### config.mk
export PLATFORM = sky130hd
export DESIGN_NAME = rename_regfile_flat
export DESIGN_NICKNAME = d
export VERILOG_FILES = /design/src/rtl/rename_regfile_if.sv /design/src/rtl/rename_regfile.sv /design/src/flat_wrapper.sv
export SDC_FILE = /design/constraint.sdc
export NUM_CORES = 2
export LEC_CHECK = 0
export CAP_MARGIN = 10
export CORE_MARGIN = 2
export CORE_UTILIZATION = 40
export DETAILED_ROUTE_END_ITERATION = 10
export SLEW_MARGIN = 20
export SYNTH_ARGS = -nofsm -noshare
export SYNTH_HDL_FRONTEND = slang
export SYNTH_SLANG_ARGS = --single-unit
### constraint.sdc
create_clock -name clk -period 76 [get_ports clk]
set_input_delay 11.4 -clock clk [delete_from_list [all_inputs] [get_ports clk]]
set_output_delay 11.4 -clock clk [all_outputs]
set_load 0.02 [all_outputs]
### src/rtl/rename_regfile_if.sv
`default_nettype none
// ============================================================================
// Module      : rename_regfile_if
// Description : Rename, commit, flush and read-port bundle for rename_regfile.
//               The master drives requests and addresses. The slave (the
//               register file) returns the read data, busy/tag status and
//               the busy count.
// Revision    : 1.0 - initial release
// ============================================================================
interface rename_regfile_if #(
  parameter int NUM_REGS = 32,
  parameter int DATA_W   = 32,
  parameter int TAG_W    = 4,
  parameter int NUM_RD   = 2
);
  localparam int AW = $clog2(NUM_REGS);
  localparam int CW = $clog2(NUM_REGS + 1);

  logic                     ren_valid;
  logic [AW-1:0]            ren_rd;
  logic [TAG_W-1:0]         ren_tag;
  logic                     cmt_valid;
  logic [AW-1:0]            cmt_rd;
  logic [TAG_W-1:0]         cmt_tag;
  logic [DATA_W-1:0]        cmt_data;
  logic                     flush;
  logic [NUM_RD*AW-1:0]     rd_addr;
  logic [NUM_RD*DATA_W-1:0] rd_data;
  logic [NUM_RD-1:0]        rd_busy;
  logic [NUM_RD*TAG_W-1:0]  rd_tag;
  logic [CW-1:0]            busy_count;

  modport master (
    output ren_valid, ren_rd, ren_tag,
    output cmt_valid, cmt_rd, cmt_tag, cmt_data,
    output flush, rd_addr,
    input  rd_data, rd_busy, rd_tag, busy_count
  );

  modport slave (
    input  ren_valid, ren_rd, ren_tag,
    input  cmt_valid, cmt_rd, cmt_tag, cmt_data,
    input  flush, rd_addr,
    output rd_data, rd_busy, rd_tag, busy_count
  );
endinterface
`default_nettype wire

### src/rtl/rename_regfile.sv
`default_nettype none
// ============================================================================
// Module      : rename_regfile
// Description : Architectural register file with per-register busy/ROB-tag
//               scoreboard for register renaming. x0 is hardwired zero.
//               Reads are combinational. A rename marks the destination
//               busy. A commit writes the data, and it clears busy only when
//               the stored tag matches. A flush clears every busy bit.
//               Optional macro RENAME_BYPASS_EN makes each read port forward
//               a same-cycle commit to the register being read.
// Revision    : 1.0 - initial release
// ============================================================================
module rename_regfile #(
  parameter int NUM_REGS = 32,
  parameter int DATA_W   = 32,
  parameter int TAG_W    = 4,
  parameter int NUM_RD   = 2
) (
  input  wire logic      clk,
  input  wire logic      rst,
  rename_regfile_if.slave bus
);
  localparam int AW = $clog2(NUM_REGS);
  localparam int CW = $clog2(NUM_REGS + 1);

  logic [DATA_W-1:0]   data_q [NUM_REGS];
  logic [TAG_W-1:0]    tag_q  [NUM_REGS];
  logic [NUM_REGS-1:0] busy_q;
  logic [CW-1:0]       count_q;

  logic [TAG_W-1:0]    tag_d  [NUM_REGS];
  logic [NUM_REGS-1:0] busy_d;
  logic [CW-1:0]       count_d;

  logic ren_ok;
  logic cmt_ok;
  logic cmt_release;

  // Requests aimed at x0 are ignored. A flush drops any same-cycle rename.
  assign ren_ok      = bus.ren_valid && (bus.ren_rd != '0) && !bus.flush;
  assign cmt_ok      = bus.cmt_valid && (bus.cmt_rd != '0);
  assign cmt_release = cmt_ok && busy_q[bus.cmt_rd] &&
                       (tag_q[bus.cmt_rd] == bus.cmt_tag);

  // Next busy/tag state: flush, then commit release, then rename (rename wins).
  always_comb begin
    busy_d = busy_q;
    for (int i = 0; i < NUM_REGS; i++) begin
      tag_d[i] = tag_q[i];
    end
    if (bus.flush) begin
      busy_d = '0;
    end else begin
      if (cmt_release) begin
        busy_d[bus.cmt_rd] = 1'b0;
      end
      if (ren_ok) begin
        busy_d[bus.ren_rd] = 1'b1;
        tag_d[bus.ren_rd]  = bus.ren_tag;
      end
    end
    busy_d[0] = 1'b0;
    tag_d[0]  = '0;
  end

  // Population count of the next busy vector. It is registered alongside busy.
  always_comb begin
    count_d = '0;
    for (int i = 0; i < NUM_REGS; i++) begin
      count_d = count_d + CW'(busy_d[i]);
    end
  end

  // State registers. A commit writes its data whether or not the tag matches.
  always_ff @(posedge clk or posedge rst) begin
    if (rst) begin
      for (int i = 0; i < NUM_REGS; i++) begin
        data_q[i] <= '0;
        tag_q[i]  <= '0;
      end
      busy_q  <= '0;
      count_q <= '0;
    end else begin
      for (int i = 0; i < NUM_REGS; i++) begin
        tag_q[i] <= tag_d[i];
      end
      busy_q  <= busy_d;
      count_q <= count_d;
      if (cmt_ok) begin
        data_q[bus.cmt_rd] <= bus.cmt_data;
      end
    end
  end

  assign bus.busy_count = count_q;

  generate
    for (genvar k = 0; k < NUM_RD; k++) begin : g_rd
      logic [AW-1:0]     addr;
      logic [DATA_W-1:0] data_k;
      logic              busy_k;
      logic [TAG_W-1:0]  tag_k;

      assign addr = bus.rd_addr[k*AW +: AW];

      // Combinational read of the current state, with optional commit forwarding.
      always_comb begin
        data_k = data_q[addr];
        busy_k = busy_q[addr];
        tag_k  = tag_q[addr];
`ifdef RENAME_BYPASS_EN
        if (!rst && bus.cmt_valid && (addr != '0) && (addr == bus.cmt_rd)) begin
          data_k = bus.cmt_data;
          if (tag_q[addr] == bus.cmt_tag) begin
            busy_k = 1'b0;
          end
        end
`endif
        if (addr == '0) begin
          data_k = '0;
          busy_k = 1'b0;
          tag_k  = '0;
        end
      end

      assign bus.rd_data[k*DATA_W +: DATA_W] = data_k;
      assign bus.rd_busy[k]                  = busy_k;
      assign bus.rd_tag[k*TAG_W +: TAG_W]    = tag_k;
    end
  endgenerate

endmodule
`default_nettype wire

### src/flat_wrapper.sv
// flat-port wrapper written by rule: the top's interface ports become plain ports
module rename_regfile_flat 
#(
  parameter int NUM_REGS = 32,
  parameter int DATA_W   = 32,
  parameter int TAG_W    = 4,
  parameter int NUM_RD   = 2
)
  (clk, rst, bus_ren_valid, bus_ren_rd, bus_ren_tag, bus_cmt_valid, bus_cmt_rd, bus_cmt_tag, bus_cmt_data, bus_flush, bus_rd_addr, bus_rd_data, bus_rd_busy, bus_rd_tag, bus_busy_count);
  rename_regfile_if #(.NUM_REGS(NUM_REGS), .DATA_W(DATA_W), .TAG_W(TAG_W), .NUM_RD(NUM_RD)) bus_i ();
  input  wire logic clk;
  input  wire logic rst;
  input wire logic [$bits(bus_i.ren_valid)-1:0] bus_ren_valid;
  input wire logic [$bits(bus_i.ren_rd)-1:0] bus_ren_rd;
  input wire logic [$bits(bus_i.ren_tag)-1:0] bus_ren_tag;
  input wire logic [$bits(bus_i.cmt_valid)-1:0] bus_cmt_valid;
  input wire logic [$bits(bus_i.cmt_rd)-1:0] bus_cmt_rd;
  input wire logic [$bits(bus_i.cmt_tag)-1:0] bus_cmt_tag;
  input wire logic [$bits(bus_i.cmt_data)-1:0] bus_cmt_data;
  input wire logic [$bits(bus_i.flush)-1:0] bus_flush;
  input wire logic [$bits(bus_i.rd_addr)-1:0] bus_rd_addr;
  output wire logic [$bits(bus_i.rd_data)-1:0] bus_rd_data;
  output wire logic [$bits(bus_i.rd_busy)-1:0] bus_rd_busy;
  output wire logic [$bits(bus_i.rd_tag)-1:0] bus_rd_tag;
  output wire logic [$bits(bus_i.busy_count)-1:0] bus_busy_count;
  assign bus_i.ren_valid = bus_ren_valid;
  assign bus_i.ren_rd = bus_ren_rd;
  assign bus_i.ren_tag = bus_ren_tag;
  assign bus_i.cmt_valid = bus_cmt_valid;
  assign bus_i.cmt_rd = bus_cmt_rd;
  assign bus_i.cmt_tag = bus_cmt_tag;
  assign bus_i.cmt_data = bus_cmt_data;
  assign bus_i.flush = bus_flush;
  assign bus_i.rd_addr = bus_rd_addr;
  assign bus_rd_data = bus_i.rd_data;
  assign bus_rd_busy = bus_i.rd_busy;
  assign bus_rd_tag = bus_i.rd_tag;
  assign bus_busy_count = bus_i.busy_count;
  rename_regfile #(.NUM_REGS(NUM_REGS), .DATA_W(DATA_W), .TAG_W(TAG_W), .NUM_RD(NUM_RD)) u_core (.clk(clk), .rst(rst), .bus(bus_i));
endmodule
==> impl_metrics.ini <==
[clock_tree]
postCtsSetupRepairBufs = 0
cts_inserted_buffers = 133
clk_latency_ps = 790
cts.htree.levels = 4
cts_resized = 0
clock_tree_from_tritoncts = built
clkSinkCount = 1185
cell_at_the_root_of_the_clock_tree = clkbuf_16
clockBufferDepth = 3
postCtsHoldBufs = 0
clkSlewWorstSetupHoldPaths_ps = 60

[synthesis]
post-synth-top-count-cell = mux2_2
dominantRegCellSynth = dfrtp_1
synth_async_sr_flop_share_pct = 100
netlist.area_leader.share_pct = 45.0
synth_top_cells_by_count = mux2_2, dfrtp_1, mux4_2, clkbuf_1, mux2i_1
postSynthNetCount = 4790
synth_seq_area_share_pct = 45.0
synth.cell_area_um2 = 65900
synth-warning-count = 0
synth_cell_type_count = 75
yosys.area.top_type = dfrtp_1
post_synth_inst_count = 4693
post_synthesis_register_bit_count = 1185
avgSynthCellArea_um2 = 14.0
synth_enable_flop_cells = 0
ys_top_cells_by_area = dfrtp_1, mux2_2, mux4_2

[sta]
finalCritPeriodShare_pct = 36.6
max_slew.worst_pin.slew_ps = 1180
finalClockSkew_ps = 20.1
maxSlewViolCount = 0
tns_ps = 0
slew_headroom_pct = 20.8
layout_min_cycle_time_ps = 27840
setup_violators_final = 0
fmax_mhz = 35.9
hold_viol_final = 0
rsz0062_at_grt = no

[global_route]
antenna_violations_before_repair = 10
pin_count_of_the_biggest_net_entering_global_routing = 116
gr-usage-all-layers_pct = 24.9
grt_pass1_vias = 43800
grt_pass1_wl_um = 310000
groute.layer.met3.usage_pct = 4.59
met2_usage_pct = 39.4
grt-busiest-layer = met2
gr-total-overflow = 0
groute.layer.met1.usage_pct = 34.6

[run]
drv.max_cap_violation_count = 0

[layout]
fin_nets = 4657
final_cell_count_no_fill = 6842
antennaDiodeCount = 0
drive_above_1_share_pct = 45.0
area_growth_from_synthesis_to_final_layout_pct = 11.4

[die]
fp-row-count = 148
ios = 145
dieArea_um2 = 168000
die_width_um = 410
starting_density_of_the_core_pct = 40.4
fp.dieH_um = 410
core_um2 = 163000

[placed_design]
placement.io_buffers = 144
hpwlAfterDp_um = 117000
globalplace.congestion = 0.872
placed_cells_incl_taps = 6600

[detailed_routing]
via_count = 43300
detail-route-antenna-nets = 0
drt_iter0_markers = 4051
drc_errors = 0
detail_route.first_pass.iterations = 6
post_drt_wl_per_cell_um = 30.7
drt-vias-per-instance = 6.33
drt-total-wl_um = 210000

[hold_path]
hold_path.class = reg2reg

[critical_path]
path_buf_inv = 5
critPathMaxFanout = 76
cp_cell_sequence = buf_8 > buf_4 > buf_4 > buf_4 > mux4_2 > o22ai_1 > o31ai_1 > clkdlybuf4s50_1
kind_of_launch_point_of_the_worst_setup_path = input pin
worst_setup_path_end_kind = primary output
cp_slowest_stage_delay_ps = 830
critical_path.slowest_cell = o31ai_1
timing.critical_path.max_delay_family = buffers and inverters
cp_data_arrival_time_ps = 16440
path_common_cell = buf_4
crit_required_ps = 64600
path_type_of_the_worst_setup_path = in2out

[power]
worst_voltage_drop_across_the_vdd_grid_mv = 0.0222
total_leakage_power_nw = 31.1
cellPowerDensity_nw_per_um2 = 25.7

[outcome]
outcome = finished clean
-- worst reg2reg max path, cell delays in order (launching register included) --
cell and delay (ps):
dfrtp_1 450, mux4_2 520, nor2b_1 160, nor4b_1 240
and4_1 300, o2111ai_1 130, and4bb_4 680, a41oi_1 280
ha_1 360, inv_1 40, fa_1 580, fa_1 460
fa_1 510, fa_1 430, fa_1 490, inv_1 50
fa_1 460, ha_1 250, fa_1 460, a21o_1 200
a21oi_1 160, xnor2_1 140
-- worst paths after layout --
path | start | end | slack [ps] | depth (start not counted)
max | bus_rd_addr[0] | bus_rd_tag[0] | 48160 | 8
min | u_core.data_q[993]$_DFFE_PP0P_ | u_core.data_q[993]$_DFFE_PP0P_ | 390 | 0
max reg2reg | u_core.tag_q[7]$_DFFE_PP0P_ | u_core.bus.busy_count[4]$_DFF_PP0_ | 68550 | 21
min reg2reg | u_core.data_q[993]$_DFFE_PP0P_ | u_core.data_q[993]$_DFFE_PP0P_ | 390 | 0
max in group asynchronous | rst | u_core.data_q[775]$_DFFE_PP0P_ | 59570 | 8
min in group asynchronous | rst | u_core.data_q[665]$_DFFE_PP0P_ | 11130 | 2
-- state kept, by name, indices dropped and copies added (netlist names) --
signal,cells
u_core.busy_q,31
u_core.data_q,1024
u_core.bus.busy_count,6
u_core.tag_q,124
-- cells by family after synthesis --
logic type / share of synthesized area, %
AND/OR/NAND/NOR: 2.59
AO/OA/AOI/OAI: 5.66
flip-flops: 45.0
XOR/XNOR: 0.0532
buffers and inverters: 3.58
adder cells (fa/ha/maj): 0.869
multiplexers: 42.3
-- area by class of cell --
cell class	count	area [um^2]
fillers	14500	89700
flip-flops and latches	1185	29700
inverters	46	185
clock buffers	187	3890
multi-input cells	2953	34200
well taps	2175	2720
repair buffers	241	2150
clock inverters	55	692
-- where the power goes --
| part | switching, mW | internal, mW | leakage, nW | total [mW] |
|---|---|---|---|---|
| logic | 0.161 | 0.221 | 13.5 | 0.383 |
| clock network | 0.277 | 0.403 | 2.25 | 0.680 |
| registers | 0.0837 | 0.744 | 15.3 | 0.827 |
-- layer usage --
metal / part of all wire (%) / routed length (um)
met3: 6.7 / 14000
met2: 47 / 99200
met5: 0.021 / 45
met4: 3.3 / 7010
met1: 43 / 89700
-- stage by stage --
stage | cell area [um^2] | power, mW | setup WS [ps] | util, % | hold slack (ps)
after floorplan | 65900 | 1.11 | 31220 | - | 441
after global placement | 69000 | 1.20 | 48080 | 42.3 | 376
after detailed placement | 68900 | 1.22 | 48050 | 42.3 | 383
after CTS | 73500 | 1.90 | 48030 | 45.1 | 396
after global routing | 73500 | 1.97 | 47900 | 45.0 | 408
final | 73500 | 1.89 | 48160 | 45.0 | 393
-- layout by cell type (no fill, tap or decap), drive strengths merged, types with 22 or more instances in the layout --
cell type	instances
a21oi	216
a221oi	22
buf	121
clkbuf	187
clkdlybuf4s50	120
clkinv	29
dfrtp	1185
fa	23
inv	54
mux2	1204
mux2i	270
mux4	515
nand2	33
nor2	162
nor3	71
o21ai	77
o221ai	72
o22ai	77
Note: power is estimated with default switching activity, not from simulation.
